==> src/rtl/fetch_unit.sv <==
// rtl/fetch_unit.sv - instruction fetch: PC, instruction register, status flags, halt tracking
// Optional taken-branch counter enabled by defining BR_COUNT_EN.
module fetch_unit (
   input  logic        clk,
   input  logic        rst_f,
   input  logic        pc_rst,
   input  logic        pc_write,
   input  logic        pc_sel,
   input  logic        br_sel,
   input  logic        ir_load,
   input  logic [31:0] imem_data,
   input  logic [3:0]  stat_in,
   input  logic        stat_en,
   output logic [15:0] pc_out,
   output logic [31:0] ir,
   output logic [3:0]  opcode,
   output logic [3:0]  mm,
   output logic [3:0]  stat,
   output logic        halted
`ifdef BR_COUNT_EN
   ,
   output logic [15:0] br_taken_cnt
`endif
);

   typedef enum logic {IDLE = 1'b0, LOADED = 1'b1} track_t;

   track_t      r_state;
   logic [15:0] r_pc;
   logic [31:0] r_ir;
   logic [3:0]  r_stat;
   logic        r_halted;

   logic [31:0] w_ir;
   logic [15:0] w_target;
   logic [15:0] w_next_pc;
   logic        w_pc_upd;
   logic        w_ir_upd;

   // The held word is only visible after a fetch; before that the core sees a NOOP.
   assign w_ir      = (r_state == LOADED) ? r_ir : 32'h0;
   assign w_target  = br_sel ? w_ir[15:0] : (r_pc + w_ir[15:0]);
   assign w_next_pc = pc_sel ? w_target : (r_pc + 16'd1);
   assign w_pc_upd  = pc_write && !r_halted;
   assign w_ir_upd  = ir_load && !r_halted;

   always_ff @(posedge clk or negedge rst_f) begin
      if (!rst_f) begin
         r_state  <= IDLE;
         r_pc     <= 16'h0;
         r_ir     <= 32'h0;
         r_stat   <= 4'h0;
         r_halted <= 1'b0;
      end else begin
         if (pc_rst)
            r_pc <= 16'h0;
         else if (w_pc_upd)
            r_pc <= w_next_pc;

         if (w_ir_upd)
            r_ir <= imem_data;

         if (stat_en)
            r_stat <= stat_in;

         case (r_state)
            IDLE:    if (!pc_rst && w_ir_upd) r_state <= LOADED;
            LOADED:  if (pc_rst) r_state <= IDLE;
            default: r_state <= IDLE;
         endcase

         // Halt is taken from the registered word, so it rises one cycle after capture.
         if (pc_rst)
            r_halted <= 1'b0;
         else if (w_ir[31:28] == 4'hF)
            r_halted <= 1'b1;
      end
   end

`ifdef BR_COUNT_EN
   logic [15:0] r_br_cnt;

   always_ff @(posedge clk or negedge rst_f) begin
      if (!rst_f)
         r_br_cnt <= 16'h0;
      else if (pc_write && pc_sel && !r_halted && (r_br_cnt != 16'hFFFF))
         r_br_cnt <= r_br_cnt + 16'd1;
   end

   assign br_taken_cnt = r_br_cnt;
`endif

   assign pc_out = r_pc;
   assign ir     = w_ir;
   assign opcode = w_ir[31:28];
   assign mm     = w_ir[27:24];
   assign stat   = r_stat;
   assign halted = r_halted;

endmodule

==> config.mk <==
export PLATFORM = sky130hd
export DESIGN_NAME = fetch_unit
export DESIGN_NICKNAME = d
export VERILOG_FILES = /design/src/rtl/fetch_unit.sv
export SDC_FILE = /design/constraint.sdc
export NUM_CORES = 1
export LEC_CHECK = 0
export ABC_AREA = 0
export CAP_MARGIN = 20
export CELL_PAD_IN_SITES_DETAIL_PLACEMENT = 0
export CELL_PAD_IN_SITES_GLOBAL_PLACEMENT = 1
export CORE_MARGIN = 4
export CORE_UTILIZATION = 34
export CTS_CLUSTER_DIAMETER = 50
export DETAILED_ROUTE_END_ITERATION = 6
export GPL_ROUTABILITY_DRIVEN = 0
export GPL_TIMING_DRIVEN = 0
export PLACE_DENSITY_LB_ADDON = 0.1
export SLEW_MARGIN = 10
export SYNTH_ARGS = -nofsm -noshare
export SYNTH_HDL_FRONTEND = slang
export SYNTH_SLANG_ARGS = --single-unit
==> constraint.sdc <==
create_clock -name clk -period 3.2 [get_ports clk]
set_clock_uncertainty 0.2 [all_clocks]
set_input_delay 0.48 -clock clk [delete_from_list [all_inputs] [get_ports clk]]
set_output_delay 0.48 -clock clk [all_outputs]
set_load 0.05 [all_outputs]
==> run_summary.xml <==
<?xml version="1.0" encoding="UTF-8"?>
<metrics>
  <group name="status">
    <metric name="run_status" unit="">complete, no violations</metric>
  </group>
  <group name="setup_path">
    <metric name="endpoint_kind" unit="">flip-flop</metric>
    <metric name="timing.setup.critical_path_class" unit="">flip-flop to flip-flop</metric>
    <metric name="crit_required" unit="ns">3.19</metric>
    <metric name="cp-start-kind" unit="">flip-flop</metric>
    <metric name="cp_max_fo" unit="">8</metric>
    <metric name="cp_data_arrival_time" unit="ns">3.08</metric>
  </group>
  <group name="global_routing">
    <metric name="grt_pass1_vias" unit="">4189</metric>
    <metric name="grt_antenna_before_repair" unit="">0</metric>
    <metric name="grt_overflow_total" unit="">0</metric>
    <metric name="global_route.usage.met2" unit="%">31.40</metric>
    <metric name="gr-usage-met1" unit="%">26.04</metric>
    <metric name="grt.total_usage" unit="%">19.74</metric>
    <metric name="grt_first_pass_wirelength" unit="um">22830</metric>
    <metric name="global_route.peak_usage_layer" unit="">met2</metric>
    <metric name="maximum_number_of_pins_on_one_net_before_global_route_repair" unit="">55</metric>
    <metric name="grt_use_met3" unit="%">5.891</metric>
  </group>
  <group name="sta">
    <metric name="worst_slew_pin_slew" unit="ns">0.7557</metric>
    <metric name="hold_ws" unit="ns">0.02529</metric>
    <metric name="final-max-slew-violation-count" unit="">0</metric>
    <metric name="maxClockFrequency" unit="MHz">324.1</metric>
    <metric name="fin_crit_period" unit="ns">3.086</metric>
    <metric name="max_slew_margin" unit="%">49.62</metric>
    <metric name="hold_viol" unit="">0</metric>
    <metric name="setup_viol_count_final" unit="">0</metric>
    <metric name="minimum_setup_slack_in_the_final_design" unit="ns">0.1143</metric>
    <metric name="fin_setup_tns" unit="ns">0</metric>
    <metric name="final_min_period_over_clock_period" unit="%">96.43</metric>
  </group>
  <group name="synthesis">
    <metric name="yosys_warnings" unit="">0</metric>
    <metric name="post_synth_instance_area" unit="sq um">4267</metric>
    <metric name="synth_xor_area_share" unit="%">5.748</metric>
    <metric name="synth_adder_area_share" unit="%">2.229</metric>
    <metric name="synth_edf_count" unit="">0</metric>
    <metric name="synth-main-ff-cell" unit="">sky130_fd_sc_hd__dfrtp_1</metric>
    <metric name="synth_compound_gate_area_share" unit="%">21.82</metric>
    <metric name="share_of_synthesized_area_spent_on_multiplexers" unit="%">10.94</metric>
    <metric name="post_synth_main_area_contributors" unit="">sky130_fd_sc_hd__dfrtp_1, sky130_fd_sc_hd__mux2_2, sky130_fd_sc_hd__o21ai_0</metric>
    <metric name="synth_area_per_cell" unit="sq um">8.672</metric>
    <metric name="synth_top_cell_area_share" unit="%">31.67</metric>
    <metric name="yosysTopAreaCell" unit="">sky130_fd_sc_hd__dfrtp_1</metric>
    <metric name="synth_seq_area_share" unit="%">31.67</metric>
    <metric name="asyncSetResetFlopFracSynth" unit="%">100.0</metric>
    <metric name="main_combinational_cell_family_by_area_after_synthesis" unit="">compound AO/OA/AOI/OAI gates</metric>
    <metric name="postSynthCellCount" unit="">492</metric>
    <metric name="synth.lib_cells_used.distinct" unit="">72</metric>
    <metric name="yosys_register_bits" unit="">54</metric>
    <metric name="post_synth_and_or_nand_nor_area_fraction" unit="%">20.73</metric>
    <metric name="synthesis.nets" unit="">542</metric>
  </group>
  <group name="cells_and_area">
    <metric name="final_net_count" unit="">660</metric>
    <metric name="final_design_area_no_fill" unit="sq um">5877</metric>
    <metric name="seq_area" unit="sq um">1353</metric>
    <metric name="commonest_non_fill_non_tap_cell_in_the_layout" unit="">sky130_fd_sc_hd__clkdlybuf4s50_1</metric>
    <metric name="fillCellCount" unit="">1207</metric>
    <metric name="finish.utilization" unit="%">48.32</metric>
    <metric name="most_used_cells_in_the_layout_excluding_fill_and_tap_cells" unit="">sky130_fd_sc_hd__clkdlybuf4s50_1, sky130_fd_sc_hd__dfrtp_1, sky130_fd_sc_hd__nor2_1, sky130_fd_sc_hd__mux2_2, sky130_fd_sc_hd__o21ai_0</metric>
    <metric name="finalNonFillerCells" unit="">779</metric>
    <metric name="multiInputGateArea" unit="sq um">2716</metric>
    <metric name="area.growth.synth_to_final" unit="%">37.74</metric>
    <metric name="drive_above_1_share" unit="%">20.79</metric>
    <metric name="antenna_cells" unit="">0</metric>
  </group>
  <group name="die">
    <metric name="design.die.area" unit="sq um">14400</metric>
    <metric name="placementRows" unit="">40</metric>
    <metric name="die-height" unit="um">120.0</metric>
    <metric name="ioPinCount" unit="">105</metric>
    <metric name="fp.dieW" unit="um">120.0</metric>
    <metric name="core_area" unit="sq um">12160</metric>
    <metric name="initial_utilization" unit="%">35.08</metric>
  </group>
  <group name="route">
    <metric name="drt-pass1-iter-count" unit="">5</metric>
    <metric name="remaining_drcs" unit="">0</metric>
    <metric name="drt_wl_total" unit="um">14040</metric>
    <metric name="first_iter_violations" unit="">240</metric>
    <metric name="routed-via-count" unit="">4169</metric>
    <metric name="wire_per_inst" unit="um">18.02</metric>
    <metric name="drtAntennaViolNets" unit="">0</metric>
    <metric name="avgViaCountPerCell" unit="">5.352</metric>
  </group>
  <group name="power_and_ir_drop">
    <metric name="post-layout-total-power" unit="mW">2.265</metric>
    <metric name="ir_drop" unit="mV">0.2643</metric>
    <metric name="leakage" unit="nW">2.353</metric>
    <metric name="powerDensity" unit="nW/um^2">385.4</metric>
  </group>
  <group name="cts">
    <metric name="ctsLongestPathBuffers" unit="">2</metric>
    <metric name="tritoncts_clock_tree" unit="">done</metric>
    <metric name="clkTransAtPathRegs" unit="ns">0.08</metric>
    <metric name="cts.sink_count" unit="">54</metric>
    <metric name="clock_insertion_delay_worst_skew" unit="ns">0.31</metric>
    <metric name="clock_tree.root_cell" unit="">sky130_fd_sc_hd__clkbuf_16</metric>
    <metric name="cts_htree_levels" unit="">2</metric>
    <metric name="cts-buffers-inserted" unit="">5</metric>
  </group>
  <group name="placed_design">
    <metric name="placed_cells" unit="">762</metric>
    <metric name="placement.cell_area" unit="sq um">5575</metric>
    <metric name="dpl.hpwl" unit="um">10330</metric>
    <metric name="placement.setup.worst_slack" unit="ns">-0.7355</metric>
    <metric name="buffer_ports.inserted" unit="">102</metric>
  </group>
  <group name="run">
    <metric name="max_cap_viol_count" unit="">0</metric>
  </group>
  <group name="min_path">
    <metric name="hold_path.class" unit="">primary input to asynchronous set/reset pin</metric>
  </group>
</metrics>
-- cell usage after synthesis, types with 4 or more instances --
cell type and count:
sky130_fd_sc_hd__a211oi_1 4, sky130_fd_sc_hd__buf_2 12, sky130_fd_sc_hd__xor2_1 8, sky130_fd_sc_hd__mux2_2 37
sky130_fd_sc_hd__o21ai_1 4, sky130_fd_sc_hd__a21oi_1 27, sky130_fd_sc_hd__nand2b_1 12, sky130_fd_sc_hd__a21o_1 5
sky130_fd_sc_hd__dfrtp_1 54, sky130_fd_sc_hd__o211ai_1 6, sky130_fd_sc_hd__or3_1 5, sky130_fd_sc_hd__nor3_1 4
sky130_fd_sc_hd__nor2_1 40, sky130_fd_sc_hd__o22ai_1 4, sky130_fd_sc_hd__buf_4 10, sky130_fd_sc_hd__and2_1 29
sky130_fd_sc_hd__and4_1 4, sky130_fd_sc_hd__inv_1 9, sky130_fd_sc_hd__xnor2_1 20, sky130_fd_sc_hd__ha_1 6
sky130_fd_sc_hd__nand3_1 12, sky130_fd_sc_hd__and3_1 6, sky130_fd_sc_hd__nand2_1 33, sky130_fd_sc_hd__a32oi_1 5
sky130_fd_sc_hd__o21ai_0 37, sky130_fd_sc_hd__o221ai_1 4, sky130_fd_sc_hd__clkbuf_1 23, sky130_fd_sc_hd__mux2i_1 5
sky130_fd_sc_hd__a31oi_1 5
-- critical path, stage by stage (launching register included) --
cell and delay [ns]:
sky130_fd_sc_hd__dfrtp_2 0.46, sky130_fd_sc_hd__buf_8 0.14, sky130_fd_sc_hd__buf_12 0.12, sky130_fd_sc_hd__buf_4 0.16, sky130_fd_sc_hd__and2_2 0.22, sky130_fd_sc_hd__ha_4 0.26, sky130_fd_sc_hd__a41o_1 0.24, sky130_fd_sc_hd__a21o_1 0.18
sky130_fd_sc_hd__a21oi_2 0.21, sky130_fd_sc_hd__o21ai_0 0.10, sky130_fd_sc_hd__o21ai_0 0.20, sky130_fd_sc_hd__o311a_1 0.20, sky130_fd_sc_hd__and3_1 0.19, sky130_fd_sc_hd__o22ai_2 0.06
-- per-layer routing --
metal	vias to the layer above	wire (um)
met5	-	0
met4	0	226
met3	14	984
met2	120	6373
met1	2032	6450
li1	2003	-
-- where the power goes --
group          internal (mW)  switching [mW]  total (mW)
clock network          0.376           0.295       0.671
logic                  0.321           0.483       0.804
registers              0.743          0.0458       0.789
total                   1.44           0.824        2.26
-- state kept, by name, summed over array words and instances (netlist names) --
signal / count
r_ir: 32
halted: 1
r_state: 1
pc_out: 16
stat: 4
-- worst paths after layout --
kind                            cells past startpoint                  from                endpoint  slack, ns
worst max-delay path                               13     r_state$_DFF_PN0_  pc_out[15]$_DFFE_PN0P_       0.11
min in group clk                                    1  r_ir[21]$_DFFE_PN0P_    r_ir[21]$_DFFE_PN0P_       0.30
worst max register to register                     13     r_state$_DFF_PN0_  pc_out[15]$_DFFE_PN0P_       0.11
worst min register to register                      1  r_ir[21]$_DFFE_PN0P_    r_ir[21]$_DFFE_PN0P_       0.30
worst min-delay path                                1                 rst_f     r_ir[7]$_DFFE_PN0P_       0.03
max in group asynchronous                           1                 rst_f       r_state$_DFF_PN0_       2.22
-- cells by family (layout without fill, tap and decap cells) --
kind of cell,count (synthesis),after routing
flops,54,54
simple gates,166,166
compound gates,134,134
fa+ha+maj,8,8
buf+inv,60,179
xor+xnor,28,28
mux,42,42
-- what timing repair did --
| item | CTS | global route |
|---|---|---|
| pin swaps | 5 | 8 |
| hold buffers | 0 | 0 |
| buffers inserted | 1 | 9 |
| resized for setup | 73 | 3 |
| setup endpoints to repair | 46 | 7 |
| gates cloned | 0 | 1 |
-- area by class of cell --
class	instances	area share (%)
repair buffers	113	18.95
plain buffers	46	4.535
clock buffers	5	2.129
flip-flops and latches	54	23.01
inverters	12	0.7664
multi-input cells	378	46.22
well taps	168	3.577
clock inverters	3	0.8090
(Power assumes the default switching activity.)
